===== src/rtl/dmem_arbiter_ctrl_pkg.sv =====
// Shared constants for the data-memory arbiter/controller.
// Access sizes, requester ids, FSM states, alignment helper.
package dmem_arbiter_ctrl_pkg;

    localparam logic [1:0] SIZE_B = 2'b00;
    localparam logic [1:0] SIZE_H = 2'b01;
    localparam logic [1:0] SIZE_W = 2'b10;

    localparam int REQ_CORE   = 0;
    localparam int REQ_LOADER = 1;

    typedef enum logic [1:0] {
        IDLE,
        ACCESS,
        MERGE_WR,
        RESP
    } state_e;

    // Misaligned half/word or the reserved size encoding.
    function automatic logic req_bad(input logic [1:0] size,
                                     input logic [1:0] lane);
        logic bad;
        unique case (size)
            SIZE_B:  bad = 1'b0;
            SIZE_H:  bad = lane[0];
            SIZE_W:  bad = |lane;
            default: bad = 1'b1;
        endcase
        return bad;
    endfunction

endpackage


===== src/rtl/dmem_arbiter_ctrl_if.sv =====
// Requester-side bundle of the data-memory arbiter.
// Two requesters share each vector, requester i owns slice i.
interface dmem_arbiter_ctrl_if #(
    parameter int ADDR_WIDTH = 32
);
    logic [1:0]              req_valid;
    logic [1:0]              req_ready;
    logic [1:0]              req_we;
    logic [3:0]              req_size;
    logic [1:0]              req_unsigned;
    logic [2*ADDR_WIDTH-1:0] req_addr;
    logic [63:0]             req_wdata;
    logic [1:0]              rsp_valid;
    logic [31:0]             rsp_rdata;
    logic                    rsp_err;

    modport master (
        output req_valid, req_we, req_size, req_unsigned,
        output req_addr, req_wdata,
        input  req_ready, rsp_valid, rsp_rdata, rsp_err
    );

    modport slave (
        input  req_valid, req_we, req_size, req_unsigned,
        input  req_addr, req_wdata,
        output req_ready, rsp_valid, rsp_rdata, rsp_err
    );

endinterface


===== src/rtl/dmem_lane_align.sv =====
// Byte-lane steering for RV32 sub-word accesses.
// Load extract + extension, and store byte merge into a word.
module dmem_lane_align
    import dmem_arbiter_ctrl_pkg::*;
(
    input  logic [1:0]  size,
    input  logic        uns,
    input  logic [1:0]  lane,
    input  logic [31:0] word,
    input  logic [31:0] wdata,
    output logic [31:0] load_data,
    output logic [31:0] merge_data
);

    logic [7:0]  b;
    logic [15:0] h;

    // Select the addressed lane(s), extend loads, splice stores.
    always_comb begin
        b          = word[{lane, 3'b000} +: 8];
        h          = word[{lane[1], 4'b0000} +: 16];
        load_data  = word;
        merge_data = wdata;
        unique case (size)
            SIZE_B: begin
                load_data  = {{24{b[7] & ~uns}}, b};
                merge_data = word;
                merge_data[{lane, 3'b000} +: 8] = wdata[7:0];
            end
            SIZE_H: begin
                load_data  = {{16{h[15] & ~uns}}, h};
                merge_data = word;
                merge_data[{lane[1], 4'b0000} +: 16] = wdata[15:0];
            end
            default: ;
        endcase
    end

endmodule


===== src/rtl/dmem_arbiter_ctrl.sv =====
// Round-robin arbiter and access sequencer for the data memory.
// One transaction in flight; sub-word stores use read-modify-write.
module dmem_arbiter_ctrl
    import dmem_arbiter_ctrl_pkg::*;
#(
    parameter int ADDR_WIDTH = 32,
    parameter int DATA_WIDTH = 32,
    parameter int NREQ       = 2
) (
    input  logic                  clk,
    input  logic                  reset,
    dmem_arbiter_ctrl_if.slave    bus,
    output logic [ADDR_WIDTH-1:0] mem_addr,
    output logic                  mem_we,
    output logic [DATA_WIDTH-1:0] mem_wd,
    input  logic [DATA_WIDTH-1:0] mem_rd
);

    state_e                  state;
    logic                    last_grant;
    logic [NREQ-1:0]         grant;
    logic                    gid;
    logic                    bad;
    logic                    sel_we;
    logic                    sel_uns;
    logic [1:0]              sel_size;
    logic [ADDR_WIDTH-1:0]   sel_addr;
    logic [DATA_WIDTH-1:0]   sel_wdata;

    logic                    id;
    logic                    we;
    logic                    uns;
    logic [1:0]              size;
    logic [1:0]              lane;
    logic [DATA_WIDTH-1:0]   wdata;
    logic [DATA_WIDTH-1:0]   rdata;
    logic                    err;
    logic [1:0]              rsp_q;
    logic                    we_q;
    logic [ADDR_WIDTH-1:0]   maddr;
    logic [DATA_WIDTH-1:0]   mwd;
    logic [DATA_WIDTH-1:0]   load_data;
    logic [DATA_WIDTH-1:0]   merge_data;

    // Grant only in IDLE; on a tie favour the requester not served last.
    always_comb begin
        grant = '0;
        if (state == IDLE && !reset) begin
            unique case (1'b1)
                (bus.req_valid == 2'b11):
                    grant[last_grant ? REQ_CORE : REQ_LOADER] = 1'b1;
                (bus.req_valid[REQ_CORE] && !bus.req_valid[REQ_LOADER]):
                    grant[REQ_CORE] = 1'b1;
                (bus.req_valid[REQ_LOADER] && !bus.req_valid[REQ_CORE]):
                    grant[REQ_LOADER] = 1'b1;
                default: ;
            endcase
        end
    end

    // Mux the granted requester's fields for latching.
    always_comb begin
        gid       = grant[REQ_LOADER];
        sel_we    = bus.req_we[gid];
        sel_uns   = bus.req_unsigned[gid];
        sel_size  = gid ? bus.req_size[3:2] : bus.req_size[1:0];
        sel_addr  = gid ? bus.req_addr[2*ADDR_WIDTH-1:ADDR_WIDTH]
                        : bus.req_addr[ADDR_WIDTH-1:0];
        sel_wdata = gid ? bus.req_wdata[63:32] : bus.req_wdata[31:0];
        bad       = req_bad(sel_size, sel_addr[1:0]);
    end

    dmem_lane_align u_align (
        .size       (size),
        .uns        (uns),
        .lane       (lane),
        .word       (mem_rd),
        .wdata      (wdata),
        .load_data  (load_data),
        .merge_data (merge_data)
    );

    // Transaction FSM with registered memory and response outputs.
    always_ff @(posedge clk) begin
        if (reset) begin
            state      <= IDLE;
            last_grant <= 1'b1;
            id         <= 1'b0;
            we         <= 1'b0;
            uns        <= 1'b0;
            size       <= SIZE_B;
            lane       <= 2'b00;
            wdata      <= '0;
            rdata      <= '0;
            err        <= 1'b0;
            rsp_q      <= 2'b00;
            we_q       <= 1'b0;
            maddr      <= '0;
            mwd        <= '0;
        end else begin
            unique case (state)
                IDLE: begin
                    rsp_q <= 2'b00;
                    we_q  <= 1'b0;
                    if (|grant) begin
                        last_grant <= gid;
                        id         <= gid;
                        we         <= sel_we;
                        uns        <= sel_uns;
                        size       <= sel_size;
                        lane       <= sel_addr[1:0];
                        wdata      <= sel_wdata;
                        rdata      <= '0;
                        err        <= bad;
                        if (bad) begin
                            rsp_q <= gid ? 2'b10 : 2'b01;
                            state <= RESP;
                        end else begin
                            maddr <= {sel_addr[ADDR_WIDTH-1:2], 2'b00};
                            state <= ACCESS;
                            if (sel_we && sel_size == SIZE_W) begin
                                we_q <= 1'b1;
                                mwd  <= sel_wdata;
                            end
                        end
                    end
                end
                ACCESS: begin
                    we_q <= 1'b0;
                    if (we && size != SIZE_W) begin
                        mwd   <= merge_data;
                        we_q  <= 1'b1;
                        state <= MERGE_WR;
                    end else begin
                        if (!we) rdata <= load_data;
                        rsp_q <= id ? 2'b10 : 2'b01;
                        state <= RESP;
                    end
                end
                MERGE_WR: begin
                    we_q  <= 1'b0;
                    rsp_q <= id ? 2'b10 : 2'b01;
                    state <= RESP;
                end
                RESP: begin
                    rsp_q <= 2'b00;
                    state <= IDLE;
                end
                default: state <= IDLE;
            endcase
        end
    end

    // A reset cycle suppresses any pending write or response.
    assign mem_we        = we_q & ~reset;
    assign mem_addr      = maddr;
    assign mem_wd        = mwd;
    assign bus.req_ready = grant;
    assign bus.rsp_valid = rsp_q & {2{~reset}};
    assign bus.rsp_rdata = rdata;
    assign bus.rsp_err   = err;

endmodule

===== src/flat_wrapper.sv =====
// flat-port wrapper written by rule: the top's interface ports become plain ports
module dmem_arbiter_ctrl_flat import dmem_arbiter_ctrl_pkg::*;
#(
    parameter int ADDR_WIDTH = 32,
    parameter int DATA_WIDTH = 32,
    parameter int NREQ       = 2
)
  (clk, reset, mem_addr, mem_we, mem_wd, mem_rd, bus_req_valid, bus_req_we, bus_req_size, bus_req_unsigned, bus_req_addr, bus_req_wdata, bus_req_ready, bus_rsp_valid, bus_rsp_rdata, bus_rsp_err);
  dmem_arbiter_ctrl_if #(.ADDR_WIDTH(ADDR_WIDTH)) bus_i ();
  input  logic clk;
  input  logic reset;
  output logic [ADDR_WIDTH-1:0] mem_addr;
  output logic mem_we;
  output logic [DATA_WIDTH-1:0] mem_wd;
  input  logic [DATA_WIDTH-1:0] mem_rd;
  input wire logic [$bits(bus_i.req_valid)-1:0] bus_req_valid;
  input wire logic [$bits(bus_i.req_we)-1:0] bus_req_we;
  input wire logic [$bits(bus_i.req_size)-1:0] bus_req_size;
  input wire logic [$bits(bus_i.req_unsigned)-1:0] bus_req_unsigned;
  input wire logic [$bits(bus_i.req_addr)-1:0] bus_req_addr;
  input wire logic [$bits(bus_i.req_wdata)-1:0] bus_req_wdata;
  output wire logic [$bits(bus_i.req_ready)-1:0] bus_req_ready;
  output wire logic [$bits(bus_i.rsp_valid)-1:0] bus_rsp_valid;
  output wire logic [$bits(bus_i.rsp_rdata)-1:0] bus_rsp_rdata;
  output wire logic [$bits(bus_i.rsp_err)-1:0] bus_rsp_err;
  assign bus_i.req_valid = bus_req_valid;
  assign bus_i.req_we = bus_req_we;
  assign bus_i.req_size = bus_req_size;
  assign bus_i.req_unsigned = bus_req_unsigned;
  assign bus_i.req_addr = bus_req_addr;
  assign bus_i.req_wdata = bus_req_wdata;
  assign bus_req_ready = bus_i.req_ready;
  assign bus_rsp_valid = bus_i.rsp_valid;
  assign bus_rsp_rdata = bus_i.rsp_rdata;
  assign bus_rsp_err = bus_i.rsp_err;
  dmem_arbiter_ctrl #(.ADDR_WIDTH(ADDR_WIDTH), .DATA_WIDTH(DATA_WIDTH), .NREQ(NREQ)) u_core (.clk(clk), .reset(reset), .bus(bus_i), .mem_addr(mem_addr), .mem_we(mem_we), .mem_wd(mem_wd), .mem_rd(mem_rd));
endmodule

===== config.mk =====
export PLATFORM = sky130hd
export DESIGN_NAME = dmem_arbiter_ctrl_flat
export DESIGN_NICKNAME = d
export VERILOG_FILES = /design/src/rtl/dmem_arbiter_ctrl_pkg.sv /design/src/rtl/dmem_arbiter_ctrl_if.sv /design/src/rtl/dmem_lane_align.sv /design/src/rtl/dmem_arbiter_ctrl.sv /design/src/flat_wrapper.sv
export SDC_FILE = /design/constraint.sdc
export NUM_CORES = 1
export LEC_CHECK = 0
export ABC_AREA = 1
export CORE_UTILIZATION = 65
export CTS_CLUSTER_DIAMETER = 100
export DETAILED_ROUTE_END_ITERATION = 10
export DONT_BUFFER_PORTS = 1
export PLACE_DENSITY = 0.9
export SETUP_SLACK_MARGIN = 0.2
export SYNTH_ARGS = -nofsm -noshare
export SYNTH_HDL_FRONTEND = slang
export SYNTH_SLANG_ARGS = --single-unit

===== constraint.sdc =====
create_clock -name clk -period 3.5 [get_ports clk]
set_clock_uncertainty 0.05 [all_clocks]
set_input_delay 0.7 -clock clk [delete_from_list [all_inputs] [get_ports clk]]
set_output_delay 0.7 -clock clk [all_outputs]
set_load 0.1 [all_outputs]

# Word level (Yosys, flattened, before mapping)
# Index checks and enable logic that the tools add are counted.
# totals
regBits	140
input_bits	172
out_inout_bits	102
elab_cells	108
# op_classes
n_addsub	2
magnitude_cmp	3
n_eq_ne	14
shift	6
mux	42
n_bitwise	7
n_reduce_logical	20
# ops
cell	count
32-bit 2-to-1 mux	9
32-bit case mux with 2 select lines	4
32-bit bitwise mux	2
32-bit by 1-bit >= comparator with 1-bit output (second input constant)	1
32-bit by 3-bit < comparator with 1-bit output (second input constant)	1
16-bit by 7-bit variable shift with 32-bit output (first input constant)	1
8-bit by 7-bit variable shift with 32-bit output (first input constant)	1
16-bit by 7-bit indexed part select with 32-bit output	1
32-bit by 6-bit indexed part select with 16-bit output	1
32-bit by 6-bit indexed part select with 8-bit output	1
8-bit by 7-bit indexed part select with 32-bit output	1
2-bit 2-to-1 mux	9
2-bit case mux with 4 select lines	2
5-bit negator with 7-bit output	2
2-bit inequality test (second input constant)	6
1-bit 2-to-1 mux	11
2-bit equality test (second input constant)	4
2-bit by 1-bit equality test with 1-bit output (second input constant)	3
1-bit logical AND	6
2-bit logical NOT	3
1-bit case mux with 3 select lines	2
5-bit AND reduction	1
1-bit case mux with 2 select lines	2
4-bit AND reduction	1
12 further kinds	19

# Logic depth before layout (Yosys ltp)
# Gate-level depths: netlist (run 1).
# logic_depth
depth_word	14
ltp_mapped	16
mapped_depth_nobuf	15

# Modules after synthesis
# A second synthesis (run 1) with hierarchy kept.
# hier_totals
hier_cells	1404
area_unflattened_um2	8250.4
# modules_own_cells
mod	instances	cells_each	area_per_inst_um2	seq_area_each_um2
dmem_arbiter_ctrl	1	998	6470.0	2802.7
dmem_lane_align	1	406	1780.5	0.0

# Least setup slack after synthesis (run 1)
# Ideal clock, no wire load.
# synth_timing
path_type	input port to output port
start	input reset
end	output bus_rsp_valid[0]
arrival_ns	2.331
path_slack_ns	0.419
stages	3
path_buffers	2
cell_sequence	buf_2 > buf_1 > nor2_1
# synth_between
elab_chain_cells	2
# synth_rtl
element	line_no	rtl
from (decl)	flat_wrapper.sv:11	input logic reset;
1-bit NOT	dmem_arbiter_ctrl.sv:159	assign bus.rsp_valid = rsp_q & {2{~reset}};
2-bit bitwise AND	dmem_arbiter_ctrl.sv:159	
to (decl)	flat_wrapper.sv:23	output wire logic [$bits(bus_i.rsp_valid)-1:0] bus_rsp_valid;
# No other way between the ends.

# Worst setup path in the final report (run 1)
# layout_timing
start	register u_core.state[1]
end	output bus_req_ready[1]
# layout_between
elab_chain_cells	3
# layout_rtl
element	line_no	rtl
from (decl)	dmem_arbiter_ctrl.sv:19	state_e state;
from (signal assigned)	dmem_arbiter_ctrl.sv:86	state <= IDLE;
from (signal assigned)	dmem_arbiter_ctrl.sv:117	state <= RESP;
from (signal assigned)	dmem_arbiter_ctrl.sv:120	state <= ACCESS;
2-bit logical NOT	dmem_arbiter_ctrl.sv:48	if (state == IDLE && !reset) begin
1-bit logical AND	dmem_arbiter_ctrl.sv:48	
2-bit 2-to-1 mux	dmem_arbiter_ctrl.sv:48	
to (decl)	flat_wrapper.sv:22	output wire logic [$bits(bus_i.req_ready)-1:0] bus_req_ready;
# No other way between the ends.

==> impl_metrics.tcl, run 1 <==
set metrics [dict create \
    status "complete, no violations" \
    tightest_slew_ns 1.08 \
    synthFlopType "dfxtp_1" \
    power.internal_w 0.00412 \
    initial_core_util_pct 66.6 \
    swShare_pct 53.8 \
    min_from "reset" \
    cts_max_path_buffers 2 \
    dpl_worst_slack_ns 0.500 \
    syn-cell-area_um2 8000 \
    cp.depth 7 \
    ys_seq_area_share_pct 35.0 \
    hold_class "input pin to flip-flop" \
    clock-sinks 140 \
    tns_ns 0 \
    grt_max_degree 102 \
    clk_latency_ns 0.43 \
    antenna_found_initial 0 \
    first_pass_iters 7 \
    hold_path_depth 1 \
    p_switching_w 0.00479 \
    overflow 0 \
    synth_common_cells "nand2_1 (381), a21oi_1 (160), dfxtp_1 (140)" \
    fin_ws_ns 0.358 \
    grt_pass1_wl_mm 39.7 \
    drv_cap 0 \
    p_comb_share_pct 33.7 \
    synth.avg_cell_area_um2 6.30 \
    irDropWorstVdd_v 0.000616 \
    die_h_um 113 \
    die_w_um 113 \
    drc 0 \
    cts_root_buffer "clkbuf_16" \
    die_area_um2 12800 \
    p_leak_nw 3.81 \
    dpl.hpwl_mm 18.2 \
    cp_max_fo 26 \
    finalMaxSlewViolations 0 \
    synth_seq_cells 140 \
    yosysTopAreaCell "dfxtp_1" \
    rsz0062_at_grt "false" \
    drt_wl_total_mm 25.7 \
    synth_area_leaders "dfxtp_1 (35%), nand2_1 (18%), a21oi_1 (10%)" \
    cp_top_family "buffers and inverters" \
    final_util_pct 72.2 \
    crit_path_start_kind "flip-flop" \
    hold_viol_final 0 \
    port_buffers 0 \
    cts_tree "done" \
    r2r_end "u_core.mem_wd[28]" \
    gp_congestion 1.01 \
    cts_made_buffers 17 \
    max_stage_delay_ns 0.39 \
    max_slew_margin_pct 27.7 \
    fp-row-count 40 \
    synthArstFlopShare_pct 0 \
    cp_data_required_time_ns 2.75 \
    grt_pass1_vias 7587 \
    io_pins 274 \
    synth_edf_count 0 \
    ctsHoldBuffers 0 \
    setup_viol 0 \
    detail-route-antenna-nets 0 \
    r2r-start "u_core.state[0]" \
    p_per_area_nw_per_um2 1030 \
    ctsResizeCount 0 \
    period_minus_slack_ns 3.14 \
    pwr-share-seq_pct 44.5 \
    core_um2 12000 \
    drt-initial-drc-count 1179 \
    synth_top_area_share_pct 35.0 \
    hold_end "u_core.mem_addr[5]" \
    fmax_mhz 318 \
    placed_cells 1350 \
    yosysWarnings 0 \
    nets 1403 \
    area_growth_pct 8.37 \
    vias_per_cell 6.27 \
    power_frac_clock_pct 21.8 \
    antenna_cells 0 \
    reg2reg_slack_ns 0.60 \
    arrival_ns 2.39 \
    worst-path-buf-inv 4 \
    clk_pin_slew_ns 0.06 \
    crit_slowest_cell "inv_4" \
    reg2reg_depth 15 \
    synth.most_common_cell "nand2_1" \
    critical_path.endpoint_type "output port" \
    layout.cells.non_filler 1382 \
    postCtsSetupBuffers 0 \
    netlist_instances 1270 \
    wl_per_cell_um 18.6 \
    synth_cell_types 36 \
    critical_path_class "flip-flop to output port" \
    fin_crit_sh_pct 89.8 \
    grt_use_total_pct 39.7 \
    drive_above_1_share_pct 6.23 \
    htreeDepth 4 \
    num_vias 8671 \
    worstPathCellList "inv_1, ha_1, inv_2, nor2_4, nand2_2, inv_4, buf_12" \
]
## cells in the final DEF, fill, tap and decap left out, types with 2 or more instances in the layout
| cell type | instances |
|---|---|
| a211oi_1 | 4 |
| a21oi_1 | 160 |
| a22oi_1 | 4 |
| a31oi_1 | 28 |
| buf_12 | 2 |
| buf_4 | 22 |
| bufinv_16 | 4 |
| clkbuf_1 | 2 |
| clkbuf_16 | 17 |
| clkbuf_8 | 3 |
| clkinv_2 | 2 |
| clkinv_4 | 2 |
| clkinvlp_4 | 2 |
| conb_1 | 2 |
| dfxtp_1 | 140 |
| ha_1 | 9 |
| inv_1 | 80 |
| inv_2 | 8 |
| inv_4 | 2 |
| mux2i_1 | 4 |
| nand2_1 | 380 |
| nand2_2 | 3 |
| nand3_1 | 92 |
| nand3b_1 | 2 |
| nand4_1 | 3 |
| nor2_1 | 75 |
| nor2_2 | 4 |
| nor3_1 | 3 |
| o2111ai_1 | 10 |
| o211ai_1 | 21 |
| o21ai_0 | 125 |
| o21ai_1 | 2 |
| o221ai_1 | 6 |
| o22ai_1 | 2 |
## per-layer routing
| layer | up-vias | global-route usage [%] | part of all wire [%] |
|---|---|---|---|
| li1 | 4138 | - | - |
| met1 | 3853 | 48.5 | 38 |
| met2 | 576 | 64.4 | 46 |
| met3 | 104 | 10.5 | 11 |
| met4 | 0 | 21.1 | 5.4 |
| met5 | - | 0 | 0 |
## state kept, by name, summed over array words and instances, names as in the netlist
register / count
u_core.wdata: 32
u_core.state: 2
u_core.we: 1
u_core.uns: 1
u_core.we_q: 1
u_core.id: 1
u_core.bus.rsp_rdata: 32
u_core.rsp_q: 2
u_core.lane: 2
u_core.mem_addr: 30
u_core.size: 2
u_core.bus.rsp_err: 1
u_core.mem_wd: 32
u_core.last_grant: 1
## worst register-to-register path: cells and delay by family, from the launching register on
family                     cells  cell delay, ns
and+or+nand+nor               11            1.55
buffers and inverters          3            0.51
DFF                            1            0.41
adders and majority gates      1            0.28
## per-stage QoR
stage                     power [W]  area, um2  hold slack, ns
after floorplan             0.00619       8000           0.394
after global placement      0.00679       8030           0.415
after detailed placement    0.00686       8030           0.435
after CTS                   0.00883       8660           0.275
after global routing        0.00936       8670           0.272
final                       0.00891       8670           0.296
## how the worst max path moves through the flow
stage                                start                end  slack, ns
after CTS                  u_core.state[1]   bus_req_ready[1]       0.22
final                      u_core.state[1]   bus_req_ready[1]       0.36
after global routing       u_core.state[0]   bus_req_ready[1]       0.22
after global placement    bus_req_valid[1]   u_core.mem_wd[5]       0.65
after detailed placement  bus_req_valid[1]  u_core.mem_wd[13]       0.50
after floorplan                      reset   bus_rsp_valid[0]       0.42
## final cells by class
class                   count  area (um2)
fillers                  1015        3340
multi-input cells         948        4490
flip-flops and latches    140        2800
clock inverters            10         163
well taps                 147         184
clock buffers              22         474
repair buffers             24         205
inverters                  91         347
## power by group through the flow
| stage | combinational [W] | sequential [W] | clock [W] |
|---|---|---|---|
| 3_3_place_gp | 0.00282 | 0.00397 | 0 |
| 4_1_cts | 0.00292 | 0.00395 | 0.00195 |
| 5_1_grt | 0.00334 | 0.00400 | 0.00202 |
| 3_5_place_dp | 0.00289 | 0.00397 | 0 |
| 6_report | 0.00301 | 0.00396 | 0.00194 |
| 2_1_floorplan | 0.00230 | 0.00389 | 0 |
## cells by family (layout without fill, tap and decap cells)
family          after synthesis  in the layout  synth area share [%]
mux                           4              4                 0.500
compound gates              368            368                  25.5
fa+ha+maj                     9              9                  1.41
other cells                   1              2                0.0469
flops                       140            140                  35.0
simple gates                565            565                  28.4
buf+inv                     183            147                  9.06
Note: power is estimated with default switching activity, not from simulation.
==> inputs of run 2 (changes only) <==
--- a/config.mk
+++ b/config.mk
@@ -6,11 +6,12 @@
 export NUM_CORES = 1
 export LEC_CHECK = 0
 export ABC_AREA = 1
-export CORE_UTILIZATION = 65
+export CORE_UTILIZATION = 64
 export CTS_CLUSTER_DIAMETER = 100
 export DETAILED_ROUTE_END_ITERATION = 10
 export DONT_BUFFER_PORTS = 1
-export PLACE_DENSITY = 0.9
+export PLACE_DENSITY = 0.89
+export REMOVE_ABC_BUFFERS = 1
 export SETUP_SLACK_MARGIN = 0.2
 export SYNTH_ARGS = -nofsm -noshare
 export SYNTH_HDL_FRONTEND = slang
==> constraint.sdc (replaced) <==
create_clock -name clk -period 2.9 [get_ports clk]
set_clock_uncertainty 0.05 [all_clocks]
set_input_delay 0.58 -clock clk [delete_from_list [all_inputs] [get_ports clk]]
set_output_delay 0.58 -clock clk [all_outputs]
set_load 0.1 [all_outputs]
==> run 2 against run 1 <==
Net effect:
- sequential power increased by 16%
- core utilization rose by 1.3 points
- global-route usage up 0.75 points
- setup slack lost 0.059 ns
- wire length increased by 3.9%
- die area is 1.5% higher
- register-to-register slack got worse by 0.21 ns
- count of clock-buffer cells in the layout is 3 lower
- critical path depth unchanged
- sequential share of layout area decreased by 0.83 points
- combinational power increased by 35%
- clock power increased by 17%
- critical path type unchanged
- critical endpoint is now bus_req_ready[0]
- largest power group unchanged
==> impl_metrics.tcl, run 2 (synthesis gave the netlist of run 1 again) <==
set metrics [dict create \
    fmax_mhz 384 \
    drc 0 \
    rsz0062_at_grt "false" \
    grt_pass1_wl_mm 41.0 \
    status "complete, no violations" \
    r2r-start "u_core.state[1]" \
    p_switching_w 0.00590 \
    fin_crit_sh_pct 89.7 \
    cp_max_fo 7 \
    drv_cap 0 \
    arrival_ns 1.97 \
    ctsHoldBuffers 0 \
    dr_wl_met3_mm 2.63 \
    irDropWorstVdd_v 0.000713 \
    fp-row-count 40 \
    wl_met1_mm 9.88 \
    finalMaxSlewViolations 0 \
    tightest_slew_ns 1.13 \
    power.internal_w 0.00504 \
    setup_viol 0 \
    p_leak_nw 3.95 \
    first_pass_iters 6 \
    clk_latency_ns 0.43 \
    pwr-share-seq_pct 42.2 \
    gp_congestion 0.970 \
    overflow 0 \
    crit_slowest_cell "dfxtp_1" \
    reg2reg_depth 10 \
    tns_ns 0 \
    layout_common_cells "nand2_1 (381), a21oi_1 (160), dfxtp_1 (139), o21ai_0 (125), nand3_1 (92)" \
    htreeDepth 4 \
    dpl_worst_slack_ns 0.304 \
    cts_made_buffers 17 \
    highest_layer "met4" \
    critical_path_class "flip-flop to output port" \
    hold_class "input pin to flip-flop" \
    grt_use_total_pct 40.5 \
    cts_tree "done" \
    hold_path_depth 1 \
    io_pins 274 \
    crit_path_start_kind "flip-flop" \
    cts_root_buffer "clkbuf_16" \
    max_stage_delay_ns 0.32 \
    wl_per_cell_um 18.7 \
    hold_viol_final 0 \
    finalPower_w 0.0109 \
    crit_path_frequent_cell "inv_1" \
    fin_ws_ns 0.299 \
    drive_above_1_share_pct 8.04 \
    nets 1424 \
    die_h_um 114 \
    num_vias 8891 \
    hold_end "u_core.mem_addr[21]" \
    grt_pass1_vias 8102 \
    reg2reg_slack_ns 0.39 \
    wl_met2_mm 12.9 \
    power_frac_clock_pct 20.7 \
    layout_commonest_cell "nand2_1" \
    period_minus_slack_ns 2.60 \
    antenna_found_initial 0 \
    clk_pin_slew_ns 0.06 \
    core_um2 12100 \
    port_buffers 0 \
    initial_core_util_pct 66.1 \
    final_util_pct 73.5 \
    r2r_end "u_core.mem_wd[13]" \
    die_w_um 114 \
    fill_cells 1015 \
    cts_max_path_buffers 2 \
    p_comb_share_pct 37.1 \
    cp_data_required_time_ns 2.27 \
    min_from "reset" \
    p_per_area_nw_per_um2 1230 \
    drt-initial-drc-count 955 \
    dpl.hpwl_mm 18.5 \
    antenna_cells 0 \
    critical_path.endpoint_type "output port" \
    area_growth_pct 11.3 \
    worstPathCellList "inv_1, ha_2, inv_2, nor2_4, nand3_1, inv_1, buf_6" \
    grt_max_degree 74 \
    vias_per_cell 6.24 \
    hold-worst-slack_ns 0.170 \
    swShare_pct 54.0 \
    max_slew_margin_pct 24.3 \
    clock-sinks 140 \
    detail-route-antenna-nets 0 \
    die_area_um2 13000 \
    drt_wl_total_mm 26.7 \
]
## run 2: cell count changes in the layout (fill, tap and decap cells not counted), moves of 2 or more
cell | before | now
buf_4 | 22 | 38
buf_6 | 0 | 2
clkbuf_1 | 2 | 0
nand2_2 | 3 | 0
nand2_4 | 1 | 3
inv_4 | 2 | 0
buf_12 | 2 | 4
inv_6 | 0 | 3
clkinv_4 | 2 | 4
## run 2: metal layers
metal  track usage (%)  vias to the layer above
met5                 0                        -
met4              22.0                        0
met3              9.83                      116
met2              68.7                      608
met1              47.2                     3988
li1                  -                     4179
## run 2: metrics by stage
| stage | area (um2) | instances |
|---|---|---|
| after detailed placement | 8220 | 1389 |
| after CTS | 8840 | 1421 |
| after floorplan | 7620 | 1179 |
| after global routing | 8900 | 1424 |
| after global placement | 8220 | 1389 |
| final | 8900 | 1424 |
## run 2: worst max-delay path by stage
stage	startpoint	to	slack [ns]	cells after the start
after floorplan	u_core.state[0]	u_core.mem_wd[11]	-1.52	12
after global placement	u_core.state[1]	u_core.mem_wd[20]	0.42	14
after detailed placement	u_core.state[1]	u_core.mem_wd[9]	0.30	16
after CTS	u_core.state[1]	bus_req_ready[0]	0.25	7
after global routing	u_core.state[1]	u_core.bus.rsp_rdata[15]	0.20	13
final	u_core.state[1]	bus_req_ready[0]	0.30	7
## run 2: power by group through the flow
stage	Clock [W]	Combinational [W]	Sequential, W
after floorplan	0	0.00254	0.00472
after global placement	0	0.00372	0.00462
after detailed placement	0	0.00382	0.00463
after CTS	0.00228	0.00386	0.00460
after global routing	0.00236	0.00448	0.00465
final	0.00227	0.00406	0.00461
## run 2: what timing repair did
action / 4_1_cts / 5_1_grt
gates cloned: 0 / 1
pin swaps: 0 / 1
setup endpoints to repair: 1 / 58
gates resized for setup: 3 / 5
buffers inserted: 0 / 2
## run 2: layout make-up
class / instances / area (um2) / area share (%)
repair buffers: 45 / 413 / 4.64
clock buffers: 19 / 453 / 5.09
multi-input cells: 948 / 4510 / 50.7
flip-flops and latches: 140 / 2800 / 31.5
inverters: 91 / 347 / 3.89
well taps: 168 / 210 / 2.36
clock inverters: 13 / 165 / 1.86
## run 2: critical path: cells and delay by family (launching register included)
kind	cells	cell delay, ns
buffers and inverters	4	0.60
AND/OR/NAND/NOR	2	0.35
flip-flops	1	0.32
adder cells (fa/ha/maj)	1	0.26
